File: src/rtl/i2c_apb_sequencer_if.sv
// rtl/i2c_apb_sequencer_if.sv - APB bus between the I2C sequencer and the I2C register block
interface i2c_apb_sequencer_if;
  logic       psel_o;
  logic       penable_o;
  logic       pwrite_o;
  logic [7:0] paddr_o;
  logic [7:0] pwdata_o;
  logic [7:0] prdata_i;
  logic       pready_i;

  modport master (
    output psel_o, penable_o, pwrite_o, paddr_o, pwdata_o,
    input  prdata_i, pready_i
  );

  modport slave (
    input  psel_o, penable_o, pwrite_o, paddr_o, pwdata_o,
    output prdata_i, pready_i
  );
endinterface

File: src/rtl/i2c_apb_sequencer.sv
// rtl/i2c_apb_sequencer.sv - APB master running one full I2C transfer on the register block per request
module i2c_apb_sequencer #(
  parameter int POLL_LIMIT = 1024,
  parameter int MAX_LEN    = 8
) (
  input  logic                      pclk_i,
  input  logic                      preset_i,
  input  logic                      req_valid_i,
  output logic                      req_ready_o,
  input  logic                      req_rw_i,
  input  logic [6:0]                req_addr_i,
  input  logic [3:0]                req_len_i,
  input  logic [7:0]                req_prescaler_i,
  input  logic [7:0]                tx_data_i,
  input  logic                      tx_valid_i,
  output logic                      tx_ready_o,
  output logic [7:0]                rx_data_o,
  output logic                      rx_valid_o,
  output logic                      done_o,
  output logic                      error_o,
  i2c_apb_sequencer_if.master       apb
);

  localparam int PCW = $clog2(POLL_LIMIT + 1);
  localparam logic [PCW-1:0] POLL_MAX = PCW'(POLL_LIMIT);

  localparam logic [7:0] A_PRESCALER = 8'h00;
  localparam logic [7:0] A_CMD       = 8'h01;
  localparam logic [7:0] A_TRANSMIT  = 8'h02;
  localparam logic [7:0] A_RECEIVE   = 8'h03;
  localparam logic [7:0] A_ADDR_RW   = 8'h04;
  localparam logic [7:0] A_STATUS    = 8'h05;

  typedef enum logic [3:0] {
    S_IDLE, S_CFG_PRE, S_CFG_ADDR, S_LOAD_TX, S_START,
    S_POLL, S_READ_RX, S_CLEAR, S_DONE
  } state_e;

  typedef enum logic [1:0] {PH_SETUP, PH_ACCESS, PH_GAP} phase_e;

  state_e         state_q, state_d;
  phase_e         phase_q, phase_d;
  logic           rw_q, rw_d;
  logic [6:0]     addr_q, addr_d;
  logic [3:0]     len_q, len_d;
  logic [7:0]     pre_q, pre_d;
  logic [3:0]     byte_q, byte_d;
  logic [3:0]     rx_cnt_q, rx_cnt_d;
  logic [PCW-1:0] poll_q, poll_d;
  logic           err_q, err_d;
  logic [7:0]     txb_q, txb_d;

  logic           psel_c, penable_c, pwrite_c;
  logic [7:0]     paddr_c, pwdata_c;
  logic [7:0]     acc_addr, acc_wdata;
  logic           acc_write, acc_active;
  logic [PCW-1:0] poll_inc;

  always_ff @(posedge pclk_i) begin
    if (preset_i) begin
      state_q  <= S_IDLE;
      phase_q  <= PH_SETUP;
      rw_q     <= 1'b0;
      addr_q   <= '0;
      len_q    <= '0;
      pre_q    <= '0;
      byte_q   <= '0;
      rx_cnt_q <= '0;
      poll_q   <= '0;
      err_q    <= 1'b0;
      txb_q    <= '0;
    end else begin
      state_q  <= state_d;
      phase_q  <= phase_d;
      rw_q     <= rw_d;
      addr_q   <= addr_d;
      len_q    <= len_d;
      pre_q    <= pre_d;
      byte_q   <= byte_d;
      rx_cnt_q <= rx_cnt_d;
      poll_q   <= poll_d;
      err_q    <= err_d;
      txb_q    <= txb_d;
    end
  end

  // Per-state access description; every non-idle, non-done state is exactly one APB access.
  always_comb begin
    acc_active = 1'b1;
    acc_write  = 1'b1;
    acc_addr   = A_CMD;
    acc_wdata  = 8'h00;
    case (state_q)
      S_CFG_PRE:  begin acc_addr = A_PRESCALER; acc_wdata = pre_q; end
      S_CFG_ADDR: begin acc_addr = A_ADDR_RW;   acc_wdata = {addr_q, rw_q}; end
      S_LOAD_TX:  begin
        acc_addr  = A_TRANSMIT;
        acc_wdata = (phase_q == PH_SETUP) ? tx_data_i : txb_q;
      end
      S_START:    begin acc_addr = A_CMD; acc_wdata = 8'h01; end
      S_POLL:     begin acc_addr = A_STATUS;  acc_write = 1'b0; end
      S_READ_RX:  begin acc_addr = A_RECEIVE; acc_write = 1'b0; end
      S_CLEAR:    begin acc_addr = A_CMD; acc_wdata = 8'h00; end
      default:    acc_active = 1'b0;
    endcase
  end

  always_comb begin
    state_d     = state_q;
    phase_d     = phase_q;
    rw_d        = rw_q;
    addr_d      = addr_q;
    len_d       = len_q;
    pre_d       = pre_q;
    byte_d      = byte_q;
    rx_cnt_d    = rx_cnt_q;
    poll_d      = poll_q;
    err_d       = err_q;
    txb_d       = txb_q;
    psel_c      = 1'b0;
    penable_c   = 1'b0;
    pwrite_c    = 1'b0;
    paddr_c     = 8'h00;
    pwdata_c    = 8'h00;
    req_ready_o = 1'b0;
    tx_ready_o  = 1'b0;
    rx_valid_o  = 1'b0;
    rx_data_o   = 8'h00;
    done_o      = 1'b0;
    error_o     = 1'b0;
    poll_inc    = (poll_q == POLL_MAX) ? poll_q : poll_q + 1'b1;

    if (state_q == S_IDLE) begin
      req_ready_o = 1'b1;
      if (req_valid_i) begin
        rw_d     = req_rw_i;
        addr_d   = req_addr_i;
        len_d    = req_len_i;
        pre_d    = req_prescaler_i;
        byte_d   = '0;
        rx_cnt_d = '0;
        poll_d   = '0;
        phase_d  = PH_SETUP;
        if (req_len_i == 4'd0 || int'(req_len_i) > MAX_LEN) begin
          err_d   = 1'b1;
          state_d = S_DONE;
        end else begin
          err_d   = 1'b0;
          state_d = S_CFG_PRE;
        end
      end
    end else if (state_q == S_DONE) begin
      done_o  = 1'b1;
      error_o = err_q;
      state_d = S_IDLE;
    end else if (acc_active) begin
      case (phase_q)
        PH_SETUP: begin
          // A transmit byte is only presented once the source has one; the bus idles until then.
          if (state_q != S_LOAD_TX || tx_valid_i) begin
            psel_c  = 1'b1;
            phase_d = PH_ACCESS;
            if (state_q == S_LOAD_TX) begin
              tx_ready_o = 1'b1;
              txb_d      = tx_data_i;
            end
          end
        end
        PH_ACCESS: begin
          psel_c    = 1'b1;
          penable_c = 1'b1;
          if (apb.pready_i) phase_d = PH_GAP;
        end
        default: begin
          phase_d = PH_SETUP;
          case (state_q)
            S_CFG_PRE:  state_d = S_CFG_ADDR;
            S_CFG_ADDR: state_d = rw_q ? S_START : S_LOAD_TX;
            S_LOAD_TX: begin
              byte_d = byte_q + 4'd1;
              if (byte_q + 4'd1 == len_q) state_d = S_START;
            end
            S_START:    state_d = S_POLL;
            S_POLL: begin
              poll_d = poll_inc;
              if (apb.prdata_i[3]) begin
                err_d   = 1'b1;
                state_d = S_CLEAR;
              end else if (rw_q && apb.prdata_i[1] && rx_cnt_q < len_q) begin
                state_d = S_READ_RX;
              end else if (!apb.prdata_i[0] && (!rw_q || rx_cnt_q == len_q)) begin
                state_d = S_CLEAR;
              end else if (poll_inc == POLL_MAX) begin
                err_d   = 1'b1;
                state_d = S_CLEAR;
              end
            end
            S_READ_RX: begin
              rx_valid_o = 1'b1;
              rx_data_o  = apb.prdata_i;
              if (rx_cnt_q < len_q) rx_cnt_d = rx_cnt_q + 4'd1;
              state_d = S_POLL;
            end
            default:    state_d = S_DONE;
          endcase
        end
      endcase
      if (psel_c) begin
        paddr_c  = acc_addr;
        pwrite_c = acc_write;
        pwdata_c = acc_write ? acc_wdata : 8'h00;
      end
    end
  end

  assign apb.psel_o    = psel_c;
  assign apb.penable_o = penable_c;
  assign apb.pwrite_o  = pwrite_c;
  assign apb.paddr_o   = paddr_c;
  assign apb.pwdata_o  = pwdata_c;

endmodule

File: src/flat_wrapper.sv
// flat-port wrapper written by rule: the top's interface ports become plain ports
module i2c_apb_sequencer_flat 
#(
  parameter int POLL_LIMIT = 1024,
  parameter int MAX_LEN    = 8
)
  (pclk_i, preset_i, req_valid_i, req_ready_o, req_rw_i, req_addr_i, req_len_i, req_prescaler_i, tx_data_i, tx_valid_i, tx_ready_o, rx_data_o, rx_valid_o, done_o, error_o, apb_psel_o, apb_penable_o, apb_pwrite_o, apb_paddr_o, apb_pwdata_o, apb_prdata_i, apb_pready_i);
  i2c_apb_sequencer_if apb_i ();
  input  logic pclk_i;
  input  logic preset_i;
  input  logic req_valid_i;
  output logic req_ready_o;
  input  logic req_rw_i;
  input  logic [6:0] req_addr_i;
  input  logic [3:0] req_len_i;
  input  logic [7:0] req_prescaler_i;
  input  logic [7:0] tx_data_i;
  input  logic tx_valid_i;
  output logic tx_ready_o;
  output logic [7:0] rx_data_o;
  output logic rx_valid_o;
  output logic done_o;
  output logic error_o;
  output wire logic [$bits(apb_i.psel_o)-1:0] apb_psel_o;
  output wire logic [$bits(apb_i.penable_o)-1:0] apb_penable_o;
  output wire logic [$bits(apb_i.pwrite_o)-1:0] apb_pwrite_o;
  output wire logic [$bits(apb_i.paddr_o)-1:0] apb_paddr_o;
  output wire logic [$bits(apb_i.pwdata_o)-1:0] apb_pwdata_o;
  input wire logic [$bits(apb_i.prdata_i)-1:0] apb_prdata_i;
  input wire logic [$bits(apb_i.pready_i)-1:0] apb_pready_i;
  assign apb_psel_o = apb_i.psel_o;
  assign apb_penable_o = apb_i.penable_o;
  assign apb_pwrite_o = apb_i.pwrite_o;
  assign apb_paddr_o = apb_i.paddr_o;
  assign apb_pwdata_o = apb_i.pwdata_o;
  assign apb_i.prdata_i = apb_prdata_i;
  assign apb_i.pready_i = apb_pready_i;
  i2c_apb_sequencer #(.POLL_LIMIT(POLL_LIMIT), .MAX_LEN(MAX_LEN)) u_core (.pclk_i(pclk_i), .preset_i(preset_i), .req_valid_i(req_valid_i), .req_ready_o(req_ready_o), .req_rw_i(req_rw_i), .req_addr_i(req_addr_i), .req_len_i(req_len_i), .req_prescaler_i(req_prescaler_i), .tx_data_i(tx_data_i), .tx_valid_i(tx_valid_i), .tx_ready_o(tx_ready_o), .rx_data_o(rx_data_o), .rx_valid_o(rx_valid_o), .done_o(done_o), .error_o(error_o), .apb(apb_i));
endmodule
File: config.mk
export PLATFORM = sky130hd
export DESIGN_NAME = i2c_apb_sequencer_flat
export DESIGN_NICKNAME = d
export VERILOG_FILES = /design/src/rtl/i2c_apb_sequencer_if.sv /design/src/rtl/i2c_apb_sequencer.sv /design/src/flat_wrapper.sv
export SDC_FILE = /design/constraint.sdc
export NUM_CORES = 1
export LEC_CHECK = 0
export BUFFER_PORTS_ARGS = -buffer_cell sky130_fd_sc_hd__buf_4
export CAP_MARGIN = 5
export CORE_ASPECT_RATIO = 1.4
export CORE_MARGIN = 1
export CORE_UTILIZATION = 59
export CTS_CLUSTER_DIAMETER = 80
export DETAILED_ROUTE_END_ITERATION = 16
export GPL_TIMING_DRIVEN = 1
export PLACE_DENSITY = 0.86
export RECOVER_POWER = 25
export SYNTH_ARGS = -nofsm -noshare
export SYNTH_HDL_FRONTEND = slang
export SYNTH_SLANG_ARGS = --single-unit
export TNS_END_PERCENT = 50
File: constraint.sdc
create_clock -name pclk_i -period 5.65 [get_ports pclk_i]
set_input_delay 0.8475 -clock pclk_i [delete_from_list [all_inputs] [get_ports pclk_i]]
set_output_delay 0.8475 -clock pclk_i [all_outputs]
set_load 0.02 [all_outputs]
==> reports/qor.txt <==
Status -> complete, no violations
Tcrit/Tclk final -> 0.6809
NumNets Final -> 533
Overall routed net length -> 8081 um
Synthesized area -> 3371 um^2
Hold path start -> u_core.addr_q[6]
Post-DP Area -> 3779 um^2
Sequential element share of the synthesized area -> 0.3207
Post-CTS Setup Repair Bufs -> 0
Critical path type -> flop to output port
FFs w/ async S/R, synth -> 0
Die H -> 91.44 um
Crit start category -> flop
Number of cells on the worst hold path -> 2
CTS sink count -> 54
Drt drc -> 0
DR WL/cell -> 14.61 um
Avg Synthesized Cell Area -> 7.609 um^2
Root buffer cell -> clkbuf_8
Power per cell area -> 372.9 nW/um^2
Std cell rows -> 32
Period minus WS final -> 3.847 ns
CP endpoint kind -> output port
Post-synth EDFFs -> 0
YS warnings -> 0
Core Box Area -> 5525 um^2
Leakage power -> 1.602 nW
CTS resizes -> 0
Drt pass-1 iters -> 5
Vias/cell -> 5.960
Vias in the first global route -> 2995
Fin cells -> 553
Clk_skew -> 0.009789 ns
RSZ-0062 raised after global routing -> false
Inst Count DP -> 545
CTS buffer count -> 5
Die Area -> 6024 um^2
Die X -> 65.88 um
CTS Buffer Depth -> 2
Final setup TNS -> 0 ns
Hold buffer count at CTS -> 0
Setup Viol. Count Final -> 0
Initial drt markers -> 229
Total global-route track usage -> 0.2843
Max-Cap Viols -> 0
Final std cell area, no fill -> 3841 um^2
N_diodes -> 0
TritonCTS clock tree -> built
VDD IR-drop max -> 0.0002348 V
Clock transition at path regs -> 0.11 ns
Top Ports -> 73
Layout cells sized above 1 -> 0.1711
WP data required -> 4.80 ns
Crit-path cells -> or4_1, nor3_1, nor4_1, nand3b_1, nor2_1, buf_4
Worst min path class -> flop to flop
Slew HR -> 0.4350
Area Growth Syn to Fin -> 13.96%
Input/output buffers -> 67
Hold Slack -> 0.4640 ns
Via count -> 3296
Yosys reg bits -> 54
Fin. max-slew vios -> 0
CP max stage delay -> 0.86 ns
Number of hold violations in the final report -> 0
Post-layout power -> 0.001432 W
H-tree depth -> 2
Worst-case reg-to-reg path depth -> 7
Slew @ Worst Pin -> 0.8475 ns
Post-DP HPWL -> 5862 um
Final RePlAce weighted congestion -> 0.9040
Starting Density -> 0.6101
Mapped Cells -> 443
Reg-to-Reg Start -> u_core.state_q[3]
First-pass GRT wire length -> 13490 um
Max Fclk -> 259.9 MHz
Total grt overflow -> 0
Post-synth top flop -> dfxtp_1
Crit path DAT -> 3.00 ns
CP max-delay cell -> dfxtp_1
Worst setup path start -> u_core.state_q[2]
Antenna viol nets, final -> 0
Post-synth cell types -> 56
Largest net degree at the start of global routing -> 56
Initial antenna violation count -> 0
Clk Latency, worst-skew pair -> 0.32 ns
Critical path peak fanout -> 26
==> per-layer routing <==
metal,up-vias,track usage,part of all wire
met4,0,0.1159,0.026
met3,18,0.04774,0.043
met2,118,0.4847,0.51
li1,1626,-,-
met5,-,0,0
met1,1534,0.3427,0.42
==> worst paths after layout <==
path	end	slack, ns
max reg2reg	u_core.phase_q[0]	2.68
min	u_core.addr_q[6]	0.46
max	apb_pwdata_o[0]	1.80
min reg2reg	u_core.addr_q[6]	0.46
==> synthesized netlist by cell type, drive strengths merged (2+ instances only) <==
cell type,count,area share
a211oi,6,0.018
a21boi,2,0.0045
a21oi,45,0.068
a22oi,8,0.018
a311oi,4,0.010
a31oi,3,0.0056
and2,12,0.022
and3,7,0.013
and4,3,0.0078
buf,20,0.039
clkbuf,17,0.019
dfxtp,54,0.32
ha,8,0.030
inv,11,0.012
mux2i,21,0.062
nand2,64,0.072
nand2b,2,0.0037
nand3,4,0.0059
nand3b,3,0.0067
nand4,5,0.0093
nand4b,2,0.0052
nor2,58,0.070
nor2b,4,0.0074
nor3,18,0.030
nor3b,3,0.0082
nor4,6,0.013
o21a,2,0.0045
o21ai,17,0.025
o21bai,2,0.0045
o32a,7,0.021
or3,2,0.0037
or4b,2,0.0059
xnor2,5,0.013
xor2,6,0.016
==> final cells by class <==
cell class	instances	area [um^2]
sequential	54	1081
multi-input combinational	345	2041
tap	68	85.08
clock inverter	3	28.78
clock buffer	5	68.82
timing repair buffer	67	495.5
fill	470	1684
inverter	11	41.29
==> flip-flops by register name, summed over array words and instances (netlist names) <==
name             cells
u_core.poll_q       11
u_core.pre_q         8
u_core.txb_q         8
u_core.addr_q        7
u_core.byte_q        4
u_core.len_q         4
u_core.rx_cnt_q      4
u_core.state_q       4
u_core.phase_q       2
u_core.err_q         1
u_core.rw_q          1
==> worst max-delay path: cells and delay by family, from the launching register on <==
kind,cells,cell delay (ns)
AND/OR/NAND/NOR,5,1.65
buffers and inverters,1,0.16
flip-flops,1,0.86
==> cell usage in the layout (no fill, tap or decap), types with 8 or more instances in the layout <==
| master | count |
|---|---|
| a21oi_1 | 44 |
| a22oi_1 | 8 |
| and2_1 | 11 |
| buf_4 | 65 |
| dfxtp_1 | 54 |
| ha_1 | 8 |
| inv_1 | 10 |
| mux2i_1 | 21 |
| nand2_1 | 63 |
| nor2_1 | 57 |
| nor3_1 | 18 |
| o21ai_0 | 17 |
==> metrics by stage <==
step	util	worst slack (ns)
after floorplan	-	2.305
after global placement	0.6839	2.338
after detailed placement	0.6839	2.213
after CTS	0.7015	1.816
after global routing	0.6952	1.521
final	0.6952	1.803
==> where the power goes <==
| group | total [W] | internal [W] | switching (W) |
|---|---|---|---|
| registers | 0.000514 | 0.000431 | 0.0000838 |
| clock network | 0.000234 | 0.0000930 | 0.000141 |
| logic | 0.000684 | 0.000252 | 0.000432 |
==> logic make-up (layout without fill, tap and decap cells) <==
logic type / Yosys count / after routing / synth area share
simple gates: 198 / 198 / 0.2910
xor+xnor: 11 / 11 / 0.02858
compound gates: 102 / 102 / 0.1964
buf+inv: 48 / 86 / 0.07015
fa+ha+maj: 8 / 8 / 0.02970
other cells: 1 / 5 / 0.001113
flops: 54 / 54 / 0.3207
mux: 21 / 21 / 0.06236
(Power assumes the default switching activity.)
